**src/rtl/dip_led_shift_driver.sv**
```systemverilog
// dip_led_shift_driver
// Serial transmitter for a 74HC595-style shift/storage register chain.
// A WIDTH-bit word accepted over valid/ready is shifted out on sdata/sclk,
// then a latch pulse moves it to the chain's parallel outputs.
// Bit order (BYTE_SWAP=1): upper half LSB-first, then lower half LSB-first.
// Optional feature: define DIP_LED_REFRESH_EN to resend the held word
// automatically after REFRESH_GAP idle cycles.
module dip_led_shift_driver #(
  parameter int unsigned WIDTH       = 16,
  parameter int unsigned CLK_DIV     = 4,
  parameter int unsigned BYTE_SWAP   = 1,
  parameter int unsigned REFRESH_GAP = 1000
) (
  input  logic             clk,
  input  logic             rst,
  input  logic [WIDTH-1:0] din,
  input  logic             din_valid,
  output logic             din_ready,
  output logic             sdata,
  output logic             sclk,
  output logic             latch,
  output logic             busy
);

  localparam int unsigned BW   = (WIDTH > 1) ? $clog2(WIDTH) : 1;
  localparam int unsigned DW   = (CLK_DIV > 1) ? $clog2(CLK_DIV) : 1;
  localparam int unsigned HALF = WIDTH / 2;

  // Reject configurations the bit ordering and divider cannot support.
  if (CLK_DIV < 1 || REFRESH_GAP < 1 || (BYTE_SWAP != 0 && (WIDTH % 8) != 0)) begin : g_bad_param
    $error("dip_led_shift_driver: unsupported parameter combination");
  end

  typedef enum logic [1:0] {IDLE, SHIFT_LO, SHIFT_HI, LATCH} state_t;

  state_t           state;
  logic [WIDTH-1:0] held;      // word being (or last) sent
  logic [BW-1:0]    bit_cnt;   // position in send order, 0..WIDTH-1
  logic [DW-1:0]    div_cnt;   // cycles spent in current phase, 0..CLK_DIV-1

`ifdef DIP_LED_REFRESH_EN
  localparam int unsigned GW = $clog2(REFRESH_GAP + 1);
  logic [GW-1:0] gap_cnt;
`endif

  // Map send position to the word bit that goes out at that position.
  function automatic logic [BW-1:0] send_index(input logic [BW-1:0] b);
    int unsigned bi;
    bi = 32'(b);
    if (BYTE_SWAP != 0) begin
      bi = (bi < HALF) ? bi + HALF : bi - HALF;
    end
    return BW'(bi);
  endfunction

  wire div_last = (div_cnt == DW'(CLK_DIV - 1));

  // Transfer FSM; every output is a register updated alongside the state.
  // NOTE: all state and outputs use non-blocking assignments so every
  // register samples pre-edge values; later assignments in a branch override
  // earlier defaults within the same edge.
  always_ff @(posedge clk) begin
    if (rst) begin
      state     <= IDLE;
      held      <= '0;
      bit_cnt   <= '0;
      div_cnt   <= '0;
      din_ready <= 1'b0;
      sdata     <= 1'b0;
      sclk      <= 1'b0;
      latch     <= 1'b0;
      busy      <= 1'b0;
`ifdef DIP_LED_REFRESH_EN
      gap_cnt   <= '0;
`endif
    end else begin
      case (state)
        IDLE: begin
          din_ready <= 1'b1;
          busy      <= 1'b0;
          sclk      <= 1'b0;
          latch     <= 1'b0;
          sdata     <= 1'b0;
          if (din_valid && din_ready) begin
            held      <= din;
            sdata     <= din[send_index('0)];
            state     <= SHIFT_LO;
            bit_cnt   <= '0;
            div_cnt   <= '0;
            din_ready <= 1'b0;
            busy      <= 1'b1;
`ifdef DIP_LED_REFRESH_EN
            gap_cnt   <= '0;
          end else if (gap_cnt == GW'(REFRESH_GAP - 1)) begin
            sdata     <= held[send_index('0)];
            state     <= SHIFT_LO;
            bit_cnt   <= '0;
            div_cnt   <= '0;
            din_ready <= 1'b0;
            busy      <= 1'b1;
            gap_cnt   <= '0;
          end else begin
            gap_cnt   <= gap_cnt + 1'b1;
`endif
          end
        end

        SHIFT_LO: begin
          if (div_last) begin
            div_cnt <= '0;
            sclk    <= 1'b1;
            state   <= SHIFT_HI;
          end else begin
            div_cnt <= div_cnt + 1'b1;
          end
        end

        SHIFT_HI: begin
          if (div_last) begin
            div_cnt <= '0;
            sclk    <= 1'b0;
            if (bit_cnt == BW'(WIDTH - 1)) begin
              latch <= 1'b1;
              state <= LATCH;
            end else begin
              bit_cnt <= bit_cnt + 1'b1;
              sdata   <= held[send_index(bit_cnt + 1'b1)];
              state   <= SHIFT_LO;
            end
          end else begin
            div_cnt <= div_cnt + 1'b1;
          end
        end

        LATCH: begin
          if (div_last) begin
            div_cnt   <= '0;
            latch     <= 1'b0;
            sdata     <= 1'b0;
            din_ready <= 1'b1;
            busy      <= 1'b0;
            state     <= IDLE;
          end else begin
            div_cnt <= div_cnt + 1'b1;
          end
        end

        default: state <= IDLE;
      endcase
    end
  end

endmodule

```
**config.mk**
```make
export PLATFORM = sky130hd
export DESIGN_NAME = dip_led_shift_driver
export DESIGN_NICKNAME = d
export VERILOG_FILES = /design/src/rtl/dip_led_shift_driver.sv
export SDC_FILE = /design/constraint.sdc
export NUM_CORES = 1
export LEC_CHECK = 0
export ABC_AREA = 1
export ABC_CLOCK_PERIOD_IN_PS = 2400
export BUFFER_PORTS_ARGS = -buffer_cell sky130_fd_sc_hd__buf_2
export CORE_ASPECT_RATIO = 1.4
export CORE_UTILIZATION = 35
export DETAILED_ROUTE_END_ITERATION = 8
export GPL_TIMING_DRIVEN = 0
export PLACE_DENSITY = 0.58
export SKIP_LAST_GASP = 1
export SLEW_MARGIN = 10
export SYNTH_ARGS = -nofsm -noshare
export SYNTH_HDL_FRONTEND = slang
export SYNTH_SLANG_ARGS = --single-unit
```
**constraint.sdc**
```tcl
create_clock -name clk -period 2.4 [get_ports clk]
set_clock_uncertainty 0.1 [all_clocks]
set_input_delay 0.24 -clock clk [delete_from_list [all_inputs] [get_ports clk]]
set_output_delay 0.24 -clock clk [all_outputs]
set_load 0.02 [all_outputs]
```
==> flow_summary.yaml, run 1 <==
run_status:
  status: "complete, but fails checks"
  violations: "DRC"
layout:
  syn2layout_area_growth_pct: 18.0
  n_fill_cell: 422
  layout.nets: 252
  final_util: 0.435
  multi_input_area_um2: 734
  drive_above_1_share: 0.202
  seqCellArea_um2: 581
  antenna_cells: 0
drt:
  drt_first_pass_iters: 6
  drtIter0Drc: 44
  vias: 1323
  routedWlPerCell_um: 12.1
  routed_wl_mm: 3.27
  drc: 4
  via_per_inst: 4.88
  ant_nets: 0
synthesis:
  synth.area.mux_share: 0
  ys_warn_count: 0
  ys_seq_area_frac: 0.395
  synth_edf_count: 0
  synth_top_cell_by_area: "dfxtp_1"
  synth_xor_area_frac: 0.0238
  synth_cell_types: 27
  ys_top_cells_by_area: "dfxtp_1 (39%), nand2_1 (7.9%), a21oi_1 (7.8%), inv_1 (6.6%), o21ai_0 (6.5%)"
  ys_seq_elements: 29
  yosysTopAreaCellShare: 0.395
  syn_nets: 223
  synth-simple-area-share: 0.233
  ys.flop_type: "dfxtp_1"
  syn_inst: 198
  async_flop_share: 0
  yosysMostFrequentCell: "nand2_1"
  synth-compound-area-share: 0.191
  avgSynthCellArea_um2: 7.43
  synthAdderAreaFrac: 0.0511
  syn_area_um2: 1470
  synth.top_cells.by_count: "nand2_1 (31), dfxtp_1 (29), inv_1 (26), a21oi_1 (23), o21ai_0 (19)"
  synth_top_family_by_area: "simple AND/OR/NAND/NOR gates"
timing:
  setup_slack_ns: 0.599
  finalSetupTns_ns: 0
  worstMarginPinSlew_ns: 0.478
  hold_viol_final: 0
  layout_min_cycle_time_ns: 1.80
  slew_headroom: 0.681
  fin_crit_sh: 0.751
  setup_viol_count_final: 0
  fmax_mhz: 555
  rsz0062_at_grt: "no"
  slew_violations: 0
placement:
  gp_congestion: 0.781
  place_ws_ns: 0.608
  place_hpwl_mm: 2.39
  port_buffers: 22
critical_path:
  cp_common_cell: "inv_1"
  cp.buffers_inverters: 4
  crit_path_cell_trace: "inv_1 -> ha_1 -> inv_2 -> nor2_1 -> inv_1 -> clkbuf_1 -> o21ai_0 -> a21oi_1"
  path_delay_family: "buffers and inverters"
  cp_slowest_cell: "clkbuf_1"
  cp.depth: 8
  cp.required_ns: 2.52
  r2r_end: "held[1]"
  worst-setup-path-type: "reg2reg"
  arrival_ns: 1.92
  critPathLaunch: "state[0]"
  reg2reg_from: "state[0]"
  critPathMaxFanout: 10
  r2r_slack_ns: 0.60
  start_kind: "register"
  endpoint: "held[1]"
  slowest_delay_ns: 0.37
  cp-end-kind: "register"
  rr_worst_depth: 8
clock_tree:
  post-cts-setup-buffer-count: 0
  cts_resized: 0
  clk_pin_slew_ns: 0.06
  cts_htree_levels: 2
  clock-sinks: 29
  clockBufferDepth: 2
  cts_root_buffer: "clkbuf_8"
  cts_tree: "yes"
  clock_latency_ns: 0.28
  cts_buffers: 5
  hold_buffers: 0
floorplan:
  pin_count: 24
  die-area_um2: 4470
  die_w_um: 56.8
  start_util: 0.369
  die_h_um: 78.7
  row_count: 27
  coreArea_um2: 3990
global_route:
  grt_start_max_net_pins: 11
  grt_usage: 0.176
  overflow: 0
  grt_pass1_wl_mm: 5.98
  grt_pass1_vias: 1367
  antenna_found_initial: 0
power_and_ir_drop:
  power_leakage_uw: 0.000773
  peakVddDrop_uv: 459
  total_power_uw: 1840
  powerDensity_nw_per_um2: 1060
min_path:
  hp-class: "in2reg"
run:
  cap_violations: 0
[layout by cell type, fill, tap and decap left out, types with 4 or more instances in the layout]
| master | netlist | layout |
|---|---|---|
| nand2_1 | 31 | 31 |
| nand3_1 | 17 | 17 |
| dfxtp_1 | 29 | 29 |
| clkbuf_8 | 0 | 7 |
| nor2_1 | 14 | 14 |
| ha_1 | 6 | 6 |
| inv_1 | 26 | 26 |
| buf_2 | 2 | 24 |
| a21oi_1 | 23 | 23 |
| clkbuf_1 | 4 | 4 |
| o21ai_0 | 19 | 19 |
[layer usage]
metal,vias to the layer above,wire (um),track usage
met5,-,0,0
met4,0,101,0.110
met3,7,83,0.0297
met2,17,1600,0.301
met1,601,1490,0.199
li1,698,-,-
[flip-flops by register name (all words and copies together), names as in the netlist]
name and flops:
bit_cnt 4, busy 1, din_ready 1, div_cnt 2, held 16, latch 1
sclk 1, sdata 1, state 2
[kinds of logic after synthesis]
group	after synthesis
AOI/OAI and AO/OA	51
xor gates and xnor gates	4
adders and majority gates	6
buffers and inverters	37
DFF	29
and+or+nand+nor	71
[power breakdown]
group          switching (uW)  total (uW)  internal [uW]
clock                     196         455            259
sequential               45.7         637            592
combinational             481         744            263
total                     723        1840           1110
[metrics by stage]
step,instances,hold slack [ns],instance area (um2)
global placement,263,0.342,1630
floorplan,198,0.329,1470
CTS,271,0.128,1740
global route,271,0.149,1740
detailed placement,263,0.349,1630
finish,271,0.129,1740
[worst min-delay path by stage]
stage	slack (ns)	depth (start not counted)	end	from
final	0.13	2	bit_cnt[2]	rst
after global routing	0.15	2	bit_cnt[2]	rst
after CTS	0.13	3	held[2]	din[2]
after detailed placement	0.35	2	held[14]	held[14]
after global placement	0.34	2	held[14]	held[14]
after floorplan	0.33	2	held[14]	held[14]
[layout make-up]
type,instances,share of cell area
plain buffers,8,0.0252
multi-input cells,132,0.423
well taps,43,0.0310
clock inverters,1,0.00288
inverters,29,0.0642
clock buffers,7,0.0555
flip-flops and latches,29,0.335
repair buffers,22,0.0634
Power figures use the tool's default switching activity.
==> run 2: changes to the inputs <==
- ABC_CLOCK_PERIOD_IN_PS: 2400 -> 1820
- clock period: 2.4 -> 1.82 ns (I/O delays scaled with it)
==> run 2 against run 1 <==
- the run still ends with DRC left
- register-to-register slack worse by 0.47 ns
- clock power is 32% higher
- design area is 1.0% higher
- first-iteration DRC count is 6.8% lower
- final cell count stayed put
- clock-buffer cell count stayed put
- largest power group unchanged
- highest routed layer unchanged
==> flow_summary.yaml, run 2 (same netlist as run 1, synthesis figures left out) <==
floorplan:
  die_w_um: 56.8
  coreArea_um2: 3990
  start_util: 0.369
  die-area_um2: 4470
  pin_count: 24
  die_h_um: 78.7
  row_count: 27
global_route:
  grt_usage: 0.176
  grt_start_max_net_pins: 11
  grt_pass1_vias: 1367
  grt_pass1_wl_mm: 5.98
  antenna_found_initial: 0
  overflow: 0
drt:
  vias: 1332
  top_layer_used: "met4"
  routedWlPerCell_um: 12.1
  drt_first_pass_iters: 6
  wl_met1_mm: 1.48
  routed_wl_mm: 3.27
  drc: 4
  via_per_inst: 4.92
  wl_met3_um: 83
  drtIter0Drc: 41
  wl_met2_mm: 1.61
  ant_nets: 0
clock_tree:
  cts_htree_levels: 2
  post-cts-setup-buffer-count: 0
  clock-sinks: 29
  clockBufferDepth: 2
  clock_latency_ns: 0.28
  cts_root_buffer: "clkbuf_8"
  clk_pin_slew_ns: 0.07
  cts_tree: "yes"
  hold_buffers: 0
  cts_resized: 1
  cts_buffers: 5
min_path:
  min_path_cells: 3
  hp-class: "in2reg"
run_status:
  status: "complete, but fails checks"
  violations: "DRC"
layout:
  largest-register: "held"
  largestRegisters: "held: 16 flops, bit_cnt: 4 flops"
  syn2layout_area_growth_pct: 19.2
  final_cell_mix: "nand2_1 (30), dfxtp_1 (29), inv_1 (26)"
  final_area_um2: 1750
  antenna_cells: 0
  final_common_cell: "nand2_1"
  layout.nets: 252
  drive_above_1_share: 0.228
  largest_reg_flops: 16
timing:
  setup_viol_count_final: 0
  slew_headroom: 0.677
  fin_crit_sh: 0.928
  hold_viol_final: 0
  worstMarginPinSlew_ns: 0.484
  finalSetupTns_ns: 0
  setup_slack_ns: 0.131
  fmax_mhz: 592
  slew_violations: 0
  rsz0062_at_grt: "no"
  layout_min_cycle_time_ns: 1.69
placement:
  place_hpwl_mm: 2.39
  gp_congestion: 0.781
  port_buffers: 22
  place_ws_ns: 0.0284
  dpl-instance-area_um2: 1630
critical_path:
  cp.required_ns: 1.89
  start_kind: "register"
  critPathMaxFanout: 8
  cp-end-kind: "register"
  arrival_ns: 1.76
  rr_worst_depth: 9
  worst-setup-path-type: "reg2reg"
power_and_ir_drop:
  powerDensity_nw_per_um2: 1400
  power_leakage_uw: 0.000781
  peakVddDrop_uv: 607
run:
  cap_violations: 0
[run 2: layout make-up]
cell class              instances  area, um2
fillers                       421       2230
well taps                      43       53.8
inverters                      29        111
plain buffers                   8       48.8
clock buffers                   7       96.3
clock inverters                 1       5.00
flip-flops and latches         29        581
repair buffers                 22        110
multi-input cells             132        747
[run 2: path summary, 6_finish.rpt]
| path | startpoint | end | slack, ns |
|---|---|---|---|
| min | din[0] | held[0] | 0.07 |
| max | state[0] | sdata | 0.13 |
| min reg2reg | held[14] | held[14] | 0.35 |
| max reg2reg | state[0] | sdata | 0.13 |
[run 2: layer usage]
metal	vias to the layer above	GRT usage
met1	608	0.199
met4	0	0.110
met3	6	0.0297
met5	-	0
met2	17	0.301
li1	701	-
[run 2: worst max-delay path, cell delays in order, from the launching register on]
cell and delay (ns):
dfxtp_1 0.35, inv_1 0.09, ha_1 0.21, buf_6 0.14
inv_4 0.08, nor2_4 0.05, nor2_2 0.14, nand2_2 0.10
a211oi_1 0.23, a21oi_2 0.08
[run 2: stage by stage]
stage	std cells	utilization	power [uW]	hold slack (ns)
2_1_floorplan	198	-	1610	0.273
3_3_place_gp	263	0.410	1830	0.342
3_5_place_dp	263	0.410	1840	0.349
4_1_cts	271	0.436	2450	0.0705
5_1_grt	271	0.440	2660	0.0914
6_report	271	0.440	2450	0.0695
[run 2: power breakdown]
group | switching, uW | leakage, uW | internal [uW]
sequential | 60.3 | 0.000237 | 780
clock | 258 | 0.0000542 | 341
combinational | 646 | 0.000489 | 366
